--- config.mk ---
export PLATFORM = sky130hd
export DESIGN_NAME = n_bit_alu
export DESIGN_NICKNAME = d
export VERILOG_FILES = /design/src/rtl/n_bit_alu.sv
export SDC_FILE = /design/constraint.sdc
export NUM_CORES = 1
export LEC_CHECK = 0
export BUFFER_PORTS_ARGS = -buffer_cell sky130_fd_sc_hd__buf_2
export CORE_AREA = 3 3 112 114
export DETAILED_ROUTE_END_ITERATION = 12
export DIE_AREA = 0 0 115 117
export GPL_TIMING_DRIVEN = 0
export PLACE_DENSITY = 0.85
export SLEW_MARGIN = 5
export SYNTH_ARGS = -nofsm -noshare
export SYNTH_HDL_FRONTEND = slang
export SYNTH_SLANG_ARGS = --single-unit
--- constraint.sdc ---
create_clock -name clk -period 6.7 [get_ports clk]
set_input_delay 0.335 -clock clk [delete_from_list [all_inputs] [get_ports clk]]
set_output_delay 0.335 -clock clk [all_outputs]
set_load 0.01 [all_outputs]
--- src/rtl/n_bit_alu.sv ---
// n_bit_alu: parameterised N-bit integer ALU with combinational result/flags
// and a one-cycle registered copy of the result and zero flag.
// Optional shift opcodes (SLL/SRL/SRA) are compiled in when the macro
// ALU_SHIFT_OPS_EN is defined; otherwise those codes behave as unassigned.

module n_bit_alu #(
   parameter int N = 32
) (
   input  logic         clk,
   input  logic         rst_n,
   input  logic [N-1:0] a,
   input  logic [N-1:0] b,
   input  logic [3:0]   sel,
   output logic [N-1:0] alu_out,
   output logic         zflag,
   output logic         carry,
   output logic         overflow,
   output logic [N-1:0] alu_out_q,
   output logic         zflag_q
);

   // Operation encodings
   localparam logic [3:0] OP_AND  = 4'b0000;
   localparam logic [3:0] OP_OR   = 4'b0001;
   localparam logic [3:0] OP_ADD  = 4'b0010;
   localparam logic [3:0] OP_SUB  = 4'b0110;
   localparam logic [3:0] OP_SLT  = 4'b0111;
   localparam logic [3:0] OP_XOR  = 4'b1000;
   localparam logic [3:0] OP_SLTU = 4'b1001;
   localparam logic [3:0] OP_NOR  = 4'b1101;
`ifdef ALU_SHIFT_OPS_EN
   localparam logic [3:0] OP_SLL  = 4'b0011;
   localparam logic [3:0] OP_SRL  = 4'b0100;
   localparam logic [3:0] OP_SRA  = 4'b0101;
   localparam int         SHW     = $clog2(N);
`endif

   // Reduction helper: 1 when the whole vector is zero
   function automatic logic is_zero(input logic [N-1:0] v);
      return ~(|v);
   endfunction

   // Signed overflow of a+b: operands agree in sign, result disagrees
   function automatic logic add_ovf(input logic sa, input logic sb, input logic sr);
      return (sa == sb) && (sr != sa);
   endfunction

   // Signed overflow of a-b: operands differ in sign, result differs from a
   function automatic logic sub_ovf(input logic sa, input logic sb, input logic sr);
      return (sa != sb) && (sr != sa);
   endfunction

   logic [N:0]   sum_s;       // a + b with carry-out in bit N
   logic [N:0]   diff_s;      // a + ~b + 1 with carry-out (no-borrow) in bit N
   logic         add_ovf_s;
   logic         sub_ovf_s;
   logic         slt_s;
   logic         sltu_s;
   logic [N-1:0] result_s;
   logic         carry_s;
   logic         ovf_s;
`ifdef ALU_SHIFT_OPS_EN
   logic [SHW-1:0] sh_s;
   logic [N-1:0]   sll_s;
   logic [N-1:0]   srl_s;
   logic [N-1:0]   sra_s;
`endif

   // Shared adder/subtractor and the comparison results derived from them
   always_comb begin
      sum_s     = {1'b0, a} + {1'b0, b};
      diff_s    = {1'b0, a} + {1'b0, ~b} + {{N{1'b0}}, 1'b1};
      add_ovf_s = add_ovf(a[N-1], b[N-1], sum_s[N-1]);
      sub_ovf_s = sub_ovf(a[N-1], b[N-1], diff_s[N-1]);
      // Signed less-than stays correct at the extremes via sign XOR overflow
      slt_s     = diff_s[N-1] ^ sub_ovf_s;
      // Carry-out of the subtract is 1 exactly when a >= b unsigned
      sltu_s    = ~diff_s[N];
   end

`ifdef ALU_SHIFT_OPS_EN
   // Barrel shifter; only the low log2(N) bits of b set the shift amount
   always_comb begin
      sh_s  = b[SHW-1:0];
      sll_s = a << sh_s;
      srl_s = a >> sh_s;
      sra_s = $unsigned($signed(a) >>> sh_s);
   end
`endif

   // Result and flag select; unassigned codes yield a defined zero result
   always_comb begin
      result_s = {N{1'b0}};
      carry_s  = 1'b0;
      ovf_s    = 1'b0;
      case (sel)
         OP_AND:  result_s = a & b;
         OP_OR:   result_s = a | b;
         OP_ADD: begin
            result_s = sum_s[N-1:0];
            carry_s  = sum_s[N];
            ovf_s    = add_ovf_s;
         end
         OP_SUB: begin
            result_s = diff_s[N-1:0];
            carry_s  = diff_s[N];
            ovf_s    = sub_ovf_s;
         end
         OP_SLT:  result_s = {{(N-1){1'b0}}, slt_s};
         OP_XOR:  result_s = a ^ b;
         OP_SLTU: result_s = {{(N-1){1'b0}}, sltu_s};
         OP_NOR:  result_s = ~(a | b);
`ifdef ALU_SHIFT_OPS_EN
         OP_SLL:  result_s = sll_s;
         OP_SRL:  result_s = srl_s;
         OP_SRA:  result_s = sra_s;
`endif
         default: result_s = {N{1'b0}};
      endcase
   end

   // Drive combinational outputs; zero flag follows the final result
   always_comb begin
      alu_out  = result_s;
      zflag    = is_zero(result_s);
      carry    = carry_s;
      overflow = ovf_s;
   end

   // Pipeline register: reset state matches a zero result
   always_ff @(posedge clk or negedge rst_n) begin
      if (!rst_n) begin
         alu_out_q <= {N{1'b0}};
         zflag_q   <= 1'b1;
      end else begin
         alu_out_q <= result_s;
         zflag_q   <= is_zero(result_s);
      end
   end

endmodule

**Yosys cells after proc, flatten, opt, wreduce, memory -nomap -nowiden**

Index checks and enable logic that the tools add are counted.

- Add/subtract/negate cells: 3
- Eq/ne operators: 11
- Multiplexer cells: 3
- Bitwise operators: 8
- Reduce and logical (&&, ||, !) cells: 4

Operators with widths:

| cell | number |
|---|---|
| $pmux 32 s8 | 1 |
| $add 32x32->33 | 2 |
| $not 32->32 | 2 |
| $add 33x1->33 const B | 1 |
| $and 32x32->32 | 1 |
| $or 32x32->32 | 1 |
| $reduce_or 32->1 | 1 |
| $xor 32x32->32 | 1 |
| $eq 4x4->1 const B | 3 |
| $eq 4x3->1 const B | 2 |
| $eq 4x1->1 const B | 1 |
| $eq 4x2->1 const B | 1 |
| $logic_not 4->1 | 1 |
| $pmux 1 s2 | 2 |
| $ne 1x1->1 | 3 |
| $logic_and 1x1->1 | 2 |
| $not 1->1 | 2 |
| $eq 1x1->1 | 1 |
| $xor 1x1->1 | 1 |

- Register bits: 33
- Logic and storage cells: 31

**Depth between registers and ports, before layout**

Gate-level depths: netlist (run 1).

- Depth in word-level cells: 9
- Depth in mapped cells: 22
- Gate-level depth less buffers: 21

**Worst setup path before layout (run 1)**

No wires, ideal clock.

- Kind: input to output
- From: input b[4]
- To: output zflag
- Arrival time: 4.640 ns
- Data required time: 6.365 ns
- Setup slack: 1.725 ns
- Cell stages on the path: 21
- Path through: inv_1 > ha_1 > and2b_2 > nor3_1 > a21oi_1 > nor4_1 > nor3_1 > or2_2 > a21oi_1 > o21bai_1 > a21oi_1 > o21bai_1 > fa_1 > a221o_1 > nor2_1 > nor4_1 > o21ai_0 > o211ai_1 > or4bb_2 > nor4_1 > and4bb_1

RTL lines:

| element | line | source |
|---|---|---|
| start, declared | 12 | `input logic [N-1:0] b,` |
| $not 32->32 | 72 | `diff_s = {1'b0, a} + {1'b0, ~b} + {{N{1'b0}}, 1'b1};` |
| $add 32x32->33 | 72 |  |
| $add 33x1->33 | 72 |  |
| $pmux 32 s8 (*) | 96 | `case (sel)` |
| named net alu_out[31] | 14 | `output logic [N-1:0] alu_out,` |
| $reduce_or 32->1 (*) | 40 | `return ~(\|v);` |
| $not 1->1 (*) | 40 |  |
| end, declared | 15 | `output logic zflag,` |

Mark *: on every way through the listed nets, which the timed path passes. The rest lies on a longest branch.

**Worst setup path in the final report (run 1)**

- From: input a[14]
- To: output zflag

- Cells in the longest elaborated chain, start to end: 8

RTL lines:

| element | line | source |
|---|---|---|
| start, declared | 11 | `input logic [N-1:0] a,` |
| $add 32x32->33 | 72 |  |
| $add 33x1->33 | 72 |  |
| $ne 1x1->1 | 50 | `return (sa != sb) && (sr != sa);` |
| $logic_and 1x1->1 | 50 |  |
| $xor 1x1->1 | 76 | `slt_s = diff_s[N-1] ^ sub_ovf_s;` |
| $pmux 32 s8 (*) | 96 |  |
| $reduce_or 32->1 (*) | 40 |  |
| $not 1->1 (*) | 40 |  |

Every way passes the cells marked *; elsewhere a longest branch is shown, timed or not.

==> results of run 1 <==
==> layer usage <==
metal / share of wire (%) / vias to the layer above / global-route usage (%) / wire length (µm)
met2: 41 / 691 / 58.45 / 11200
met4: 3.7 / 0 / 13.07 / 1002
met3: 15 / 103 / 11.05 / 4179
met5: 0 / - / 0 / 0
li1: - / 3924 / - / -
met1: 40 / 3923 / 54.83 / 10900
==> layout make-up <==
cell class / instances / area, µm² / share of cell area [%]
multi-input cells: 808 / 5634 / 68.79
plain buffers: 54 / 316.6 / 3.865
well taps: 143 / 178.9 / 2.185
diodes: 1 / 2.502 / 0.03055
clock buffers: 6 / 128.9 / 1.573
repair buffers: 137 / 688.2 / 8.402
clock inverters: 2 / 35.03 / 0.4277
inverters: 101 / 379.1 / 4.629
flip-flops and latches: 33 / 827.0 / 10.10
==> critical path, cell delays in order <==
cell and delay, ns:
buf_2 0.12, inv_1 0.05, ha_1 0.28, clkbuf_1 0.42, inv_1 0.21, a21oi_1 0.35
nand2b_1 0.16, nor4_2 0.34, nor3_1 0.13, or2_2 0.36, a21oi_1 0.14, o21bai_1 0.08
a21oi_1 0.20, o21bai_1 0.11, fa_1 0.49, a221o_1 0.35, nor2_1 0.09, nor4_1 0.05
o21ai_0 0.08, o211ai_1 0.19, or4bb_2 0.66, nor4_1 0.22, and4bb_1 0.26, buf_2 0.14
==> per-stage QoR <==
step | area (µm²) | instances | setup WS, ns | hold slack [ns]
after floorplan | 7144 | 996 | 1.726 | 0.03941
after global placement | 8004 | 1275 | 0.6170 | 0.4312
after detailed placement | 8018 | 1276 | 0.4960 | 0.4453
after CTS | 8182 | 1284 | 0.4746 | 0.1478
after global routing | 8188 | 1284 | 0.2631 | 0.1877
final | 8190 | 1285 | 0.5322 | 0.1270
==> cells by family (layout without fill, tap and decap cells) <==
| logic type | after synthesis | in the layout | synth area share (%) |
|---|---|---|---|
| buffers and inverters | 155 | 300 | 9.737 |
| other | 0 | 1 | 0 |
| DFF | 33 | 33 | 11.58 |
| AOI/OAI and AO/OA | 330 | 330 | 31.77 |
| xor gates and xnor gates | 8 | 8 | 0.9808 |
| and+or+nand+nor | 349 | 349 | 24.57 |
| adders and majority gates | 114 | 114 | 20.28 |
| muxes | 7 | 7 | 1.086 |
==> flip-flops by register name, indices dropped and copies added (netlist names) <==
| signal | flops |
|---|---|
| zflag_q | 1 |
| alu_out_q | 32 |
==> worst max path at each step <==
| stage | start | end | slack (ns) | cells past startpoint |
|---|---|---|---|---|
| floorplan | b[4] | zflag | 1.73 | 21 |
| finish | a[14] | zflag | 0.53 | 24 |
| detailed placement | a[14] | zflag | 0.50 | 24 |
| global placement | a[14] | zflag | 0.62 | 22 |
| global route | a[14] | zflag | 0.26 | 24 |
| CTS | a[14] | zflag | 0.47 | 24 |
==> Yosys cell counts, types with 6 or more instances <==
cell / number
ha_1: 111
inv_1: 101
nor2_1: 98
nand2_1: 82
a21oi_1: 80
o21ai_0: 57
nor3_1: 34
dfrtp_1: 32
clkbuf_1: 29
nand3_1: 25
o211ai_1: 18
nor2b_1: 14
nor4_1: 14
a221oi_1: 13
o31ai_1: 13
a21o_1: 12
a221o_1: 12
a211oi_1: 11
a31oi_1: 11
nand2b_1: 11
nand4_1: 11
buf_2: 9
o21bai_1: 9
a22oi_1: 8
and3_1: 8
o22ai_1: 8
or2_2: 8
xnor2_1: 8
o21a_1: 7
a311oi_1: 6
buf_6: 6
o2111ai_1: 6
or3_1: 6
==> where the power goes <==
group | internal (W) | switching, W | total [W] | leakage (nW)
Clock | 0.000175 | 0.0000855 | 0.000260 | 0.0808
Combinational | 0.000237 | 0.000436 | 0.000674 | 3.52
Sequential | 0.000226 | 0.00000555 | 0.000231 | 0.416
Total | 0.000638 | 0.000528 | 0.00117 | 4.02
==> run_results.csv, run 1 <==
group,metric,value,unit
global_route,antenna_found_initial,0,
worst_setup_path,cp.arrival,5.83,ns
timing,finalMaxSlewViolations,0,
clock_tree,cts-root-buf,"clkbuf_16",
floorplanning,initial_core_util,62.04,%
clock_tree,cts_sinks,33,
clock_tree,cts_tree,"done",
routing,drt_iter0_markers,1250,
layout,drive_above_1_share,17.44,%
timing,rsz0062_at_grt,"false",
synth,synth-seq-area-share,11.58,%
timing,finalSetupViolCount,0,
floorplanning,die_height,117,µm
power_and_ir_drop,p_total,0.001165,W
clock_tree,numCtsBuffers,5,
synth,yosysTopAreaCellShare,19.44,%
floorplanning,placementRows,39,
layout,final_common_cell,"buf_2",
routing,antenna_left,0,
synth,syn_nets,1180,
synth,ys_seq_elements,33,
worst_setup_path,start_kind,"input pin",
floorplanning,coreArea,11520,µm²
timing,fin_crit_sh,92.06,%
clock_tree,postCtsHoldBufs,0,
routing,routed_wl,27280,µm
synth,ys.flop_type,"dfrtp_1",
global_route,grt_max_degree,34,
power_and_ir_drop,peakVddDrop,87.24,µV
clock_tree,path_clk_slew,0.06,ns
outcome,status,"finished clean",
timing,hold_viol,0,
synth,synth_edf_count,0,
routing,drc,0,
clock_tree,cts_resized,0,
global_route,track_usage,39.31,%
timing,period_needed,6.168,ns
clock_tree,clockBufferDepth,2,
worst_setup_path,crit_required,6.36,ns
routing,wl_per_cell,21.23,µm
placed_design,gp_congestion,1.049,
routing,first_pass_iters,6,
synth,syn_avg_cell_area,7.173,µm²
clock_tree,htree_levels,2,
placed_design,post-dp-hpwl,21520,µm
synth,synth_cells,996,
synth,synth_top_area_cell,"ha_1",
synth,synthDistinctLibCells,90,
synth,async_flop_share,100.0,%
routing,via_per_inst,6.725,
worst_setup_path,endpoint_kind,"output port",
clock_tree,postCtsSetupBuffers,0,
worst_setup_path,critPathKind,"in -> out",
placed_design,port_buffers,136,
synth,yosysWarnings,0,
global_route,grt_overflow,0,
power_and_ir_drop,cellLeakagePower,4.021,nW
routing,vias,8641,
layout,n_fill_cell,991,
floorplanning,die_w,115,µm
floorplanning,dieArea,13460,µm²
worst_setup_path,critical_path_peak_fanout,10,
timing,tightest_slew,1.349,ns
power_and_ir_drop,powerDensity,142.3,nW/µm²
synth,synth_area_leaders,"ha_1 19%, dfrtp_1 11%, a21oi_1 5.6%, inv_1 5.3%, nor2_1 5.1%",
layout,utilization,71.12,%
layout,final_cell_mix,"145 x buf_2, 111 x ha_1, 101 x inv_1",
job,maxCapViolations,0,
global_route,grt_pass1_vias,7792,
layout,nNetsFinal,1324,
timing,setup_tns,0,ns
global_route,grt_pass1_wl,41970,µm
timing,timing.fmax,162.1,MHz
worst_hold_path,min_path_type,"in -> async",
timing,max_slew_margin,8.946,%
layout,area_growth,14.64,%
synth,netlist_area,7144,µm²
floorplanning,io_pins,138,
(Power assumes the default switching activity.)
==> inputs of run 2 (changes only) <==
--- a/config.mk
+++ b/config.mk
@@ -5,10 +5,11 @@
 export SDC_FILE = /design/constraint.sdc
 export NUM_CORES = 1
 export LEC_CHECK = 0
+export ABC_AREA = 1
 export BUFFER_PORTS_ARGS = -buffer_cell sky130_fd_sc_hd__buf_2
-export CORE_AREA = 3 3 112 114
+export CORE_AREA = 3 3 118 120
 export DETAILED_ROUTE_END_ITERATION = 12
-export DIE_AREA = 0 0 115 117
+export DIE_AREA = 0 0 121 123
 export GPL_TIMING_DRIVEN = 0
 export PLACE_DENSITY = 0.85
 export SLEW_MARGIN = 5
==> run_results.csv, run 2 <==
group,metric,value,unit
outcome,status,"finished clean",
synth,async_flop_share,100.0,%
global_route,grt_pass1_vias,8810,
layout,regMostFlops,"alu_out_q",
floorplanning,die_w,121,µm
synth,synth_most_common_cell,"nand2_1",
synth,synth_top_area_cell,"nand2_1",
synth,synth_cells,1461,
synth,synth_edf_count,0,
worst_hold_path,min_path_type,"in -> async",
power_and_ir_drop,powerDensity,123.6,nW/µm²
worst_setup_path,crit_required,6.36,ns
global_route,antenna_found_initial,1,
global_route,grt_util_met2,62.24,%
timing,max_slew_margin,40.15,%
power_and_ir_drop,peakVddDrop,71.10,µV
synth,ys_seq_elements,33,
global_route,grt_pass1_wl,45290,µm
layout,finalNonFillerCells,1782,
clock_tree,postCtsSetupBuffers,0,
layout,drive_above_1_share,12.95,%
global_route,grt_max_degree,34,
routing,first_pass_iters,6,
floorplanning,die_height,123,µm
synth,synth-seq-area-share,10.43,%
synth,netlist_area,7926,µm²
layout,multi_input_comb_area,5709,µm²
job,maxCapViolations,0,
power_and_ir_drop,cellLeakagePower,5.834,nW
floorplanning,placementRows,42,
synth,synth_area_leaders,"nand2_1 23%, ha_1 18%, inv_1 14%, dfrtp_1 10%, nor2_1 7.5%",
clock_tree,cts_sinks,33,
layout,n_fill_cell,1198,
timing,period_needed,4.334,ns
timing,finalMaxSlewViolations,0,
timing,timing.fmax,230.7,MHz
worst_setup_path,start_kind,"input pin",
clock_tree,postCtsHoldBufs,0,
clock_tree,htree_levels,2,
routing,vias,9925,
global_route,grt_use_met1,52.48,%
placed_design,placedCellCount,1774,
clock_tree,clockBufferDepth,2,
synth,yosysTopAreaCellShare,22.64,%
layout,final_common_cell,"nand2_1",
worst_setup_path,endpoint_kind,"output port",
layout,n_antenna_cell,0,
layout,area_growth,13.42,%
global_route,grt-busiest-layer,"met2",
placed_design,port_buffers,137,
routing,routed_wl,29700,µm
clock_tree,path_clk_slew,0.05,ns
synth,ys_top_cells_by_count,"478 x nand2_1, 304 x inv_1, 159 x nor2_1, 115 x nand3_1, 111 x ha_1",
floorplanning,io_pins,138,
floorplanning,initial_core_util,60.58,%
synth,syn_avg_cell_area,5.425,µm²
global_route,grt_overflow,0,
floorplanning,coreArea,13090,µm²
layout,largest_reg_flops,32,
placed_design,post-dp-hpwl,24330,µm
timing,rsz0062_at_grt,"false",
placed_design,dpl_worst_slack,2.571,ns
timing,worst_slack,2.366,ns
routing,via_per_inst,5.570,
routing,wl_per_cell,16.66,µm
synth,yosysWarnings,0,
layout,final_cell_mix,"478 x nand2_1, 304 x inv_1, 162 x buf_2",
floorplanning,dieArea,14880,µm²
clock_tree,numCtsBuffers,5,
layout,largestRegisters,"alu_out_q (32), zflag_q (1)",
worst_setup_path,cp.arrival,4.00,ns
timing,fin_crit_sh,64.69,%
worst_setup_path,critical_path_peak_fanout,7,
timing,finalSetupViolCount,0,
placed_design,gp_congestion,1.057,
synth,synthDistinctLibCells,42,
timing,setup_tns,0,ns
synth,syn_nets,1645,
global_route,met3_usage,7.502,%
global_route,track_usage,39.00,%
timing,tightest_slew,0.8978,ns
worst_setup_path,critPathKind,"in -> out",
clock_tree,cts_tree,"done",
layout,area.sequential,827.0,µm²
clock_tree,cts-root-buf,"clkbuf_16",
synth,ys.flop_type,"dfrtp_1",
routing,drc,0,
clock_tree,cts_resized,0,
layout,nNetsFinal,1789,
timing,hold_viol,0,
routing,drt_iter0_markers,1402,
routing,antenna_left,0,
## run 2: cell families after synthesis
logic type | Yosys count | share of synthesized area (%)
AND/OR/NAND/NOR | 812 | 42.37
XOR/XNOR | 1 | 0.1105
adder cells (fa/ha/maj) | 114 | 18.28
flip-flops | 33 | 10.43
AO/OA/AOI/OAI | 148 | 11.27
buffers and inverters | 353 | 17.54
## run 2: per-stage QoR
step	cell area (µm²)	total power (W)	hold slack [ns]	utilization [%]
after floorplan	7926	0.0006372	0.03941	-
final	8990	0.001111	0.09799	68.70
after detailed placement	8832	0.0008498	0.3911	67.50
after CTS	8990	0.001089	0.1103	68.70
after global routing	8990	0.001185	0.1707	68.70
after global placement	8832	0.0008383	0.3858	67.50
## run 2: worst paths after layout
| check | slack [ns] | depth (start not counted) | end | startpoint |
|---|---|---|---|---|
| worst max-delay path | 2.37 | 22 | zflag | a[3] |
| min in group clk | 0.56 | 5 | alu_out_q[0] | sel[3] |
| worst min-delay path | 0.1 | 1 | alu_out_q[7] | rst_n |
| max in group asynchronous | 6.15 | 1 | alu_out_q[19] | rst_n |
## run 2: routing by layer
layer  part of all wire [%]  up-vias
met3                     13      108
met1                     41     4378
met4                    3.7        2
li1                       -     4796
met2                     42      641
met5                  0.094        -
## run 2: power by group
part / switching (W) / total, W / internal, W
clock: 0.0000795 / 0.000236 / 0.000157
sequential: 0.00000419 / 0.000222 / 0.000218
combinational: 0.000450 / 0.000652 / 0.000203
total: 0.000533 / 0.00111 / 0.000578
## run 2: critical path, stage by stage
cell and delay (ns):
buf_2 0.11, inv_1 0.04, ha_1 0.39, nor2_1 0.26, nand3_1 0.12, nand3_1 0.26, nand2_1 0.09, nand3_1 0.18
nand2_1 0.07, nand2_1 0.20, a21oi_1 0.12, o21ai_0 0.23, fa_1 0.26, o22ai_1 0.10, a21oi_1 0.11, and3_1 0.15
nand2_1 0.11, nand3b_1 0.21, nor2_1 0.21, nand3_1 0.12, nor2_1 0.18, buf_2 0.16
## run 2: final cells by class
| class | instances | area share, % |
|---|---|---|
| sequential | 33 | 9.200 |
| buffer | 39 | 2.352 |
| clock buffer | 7 | 1.698 |
| tap | 176 | 2.450 |
| multi-input combinational | 1075 | 63.51 |
| clock inverter | 1 | 0.05567 |
| timing repair buffer | 137 | 7.627 |
| inverter | 314 | 13.11 |
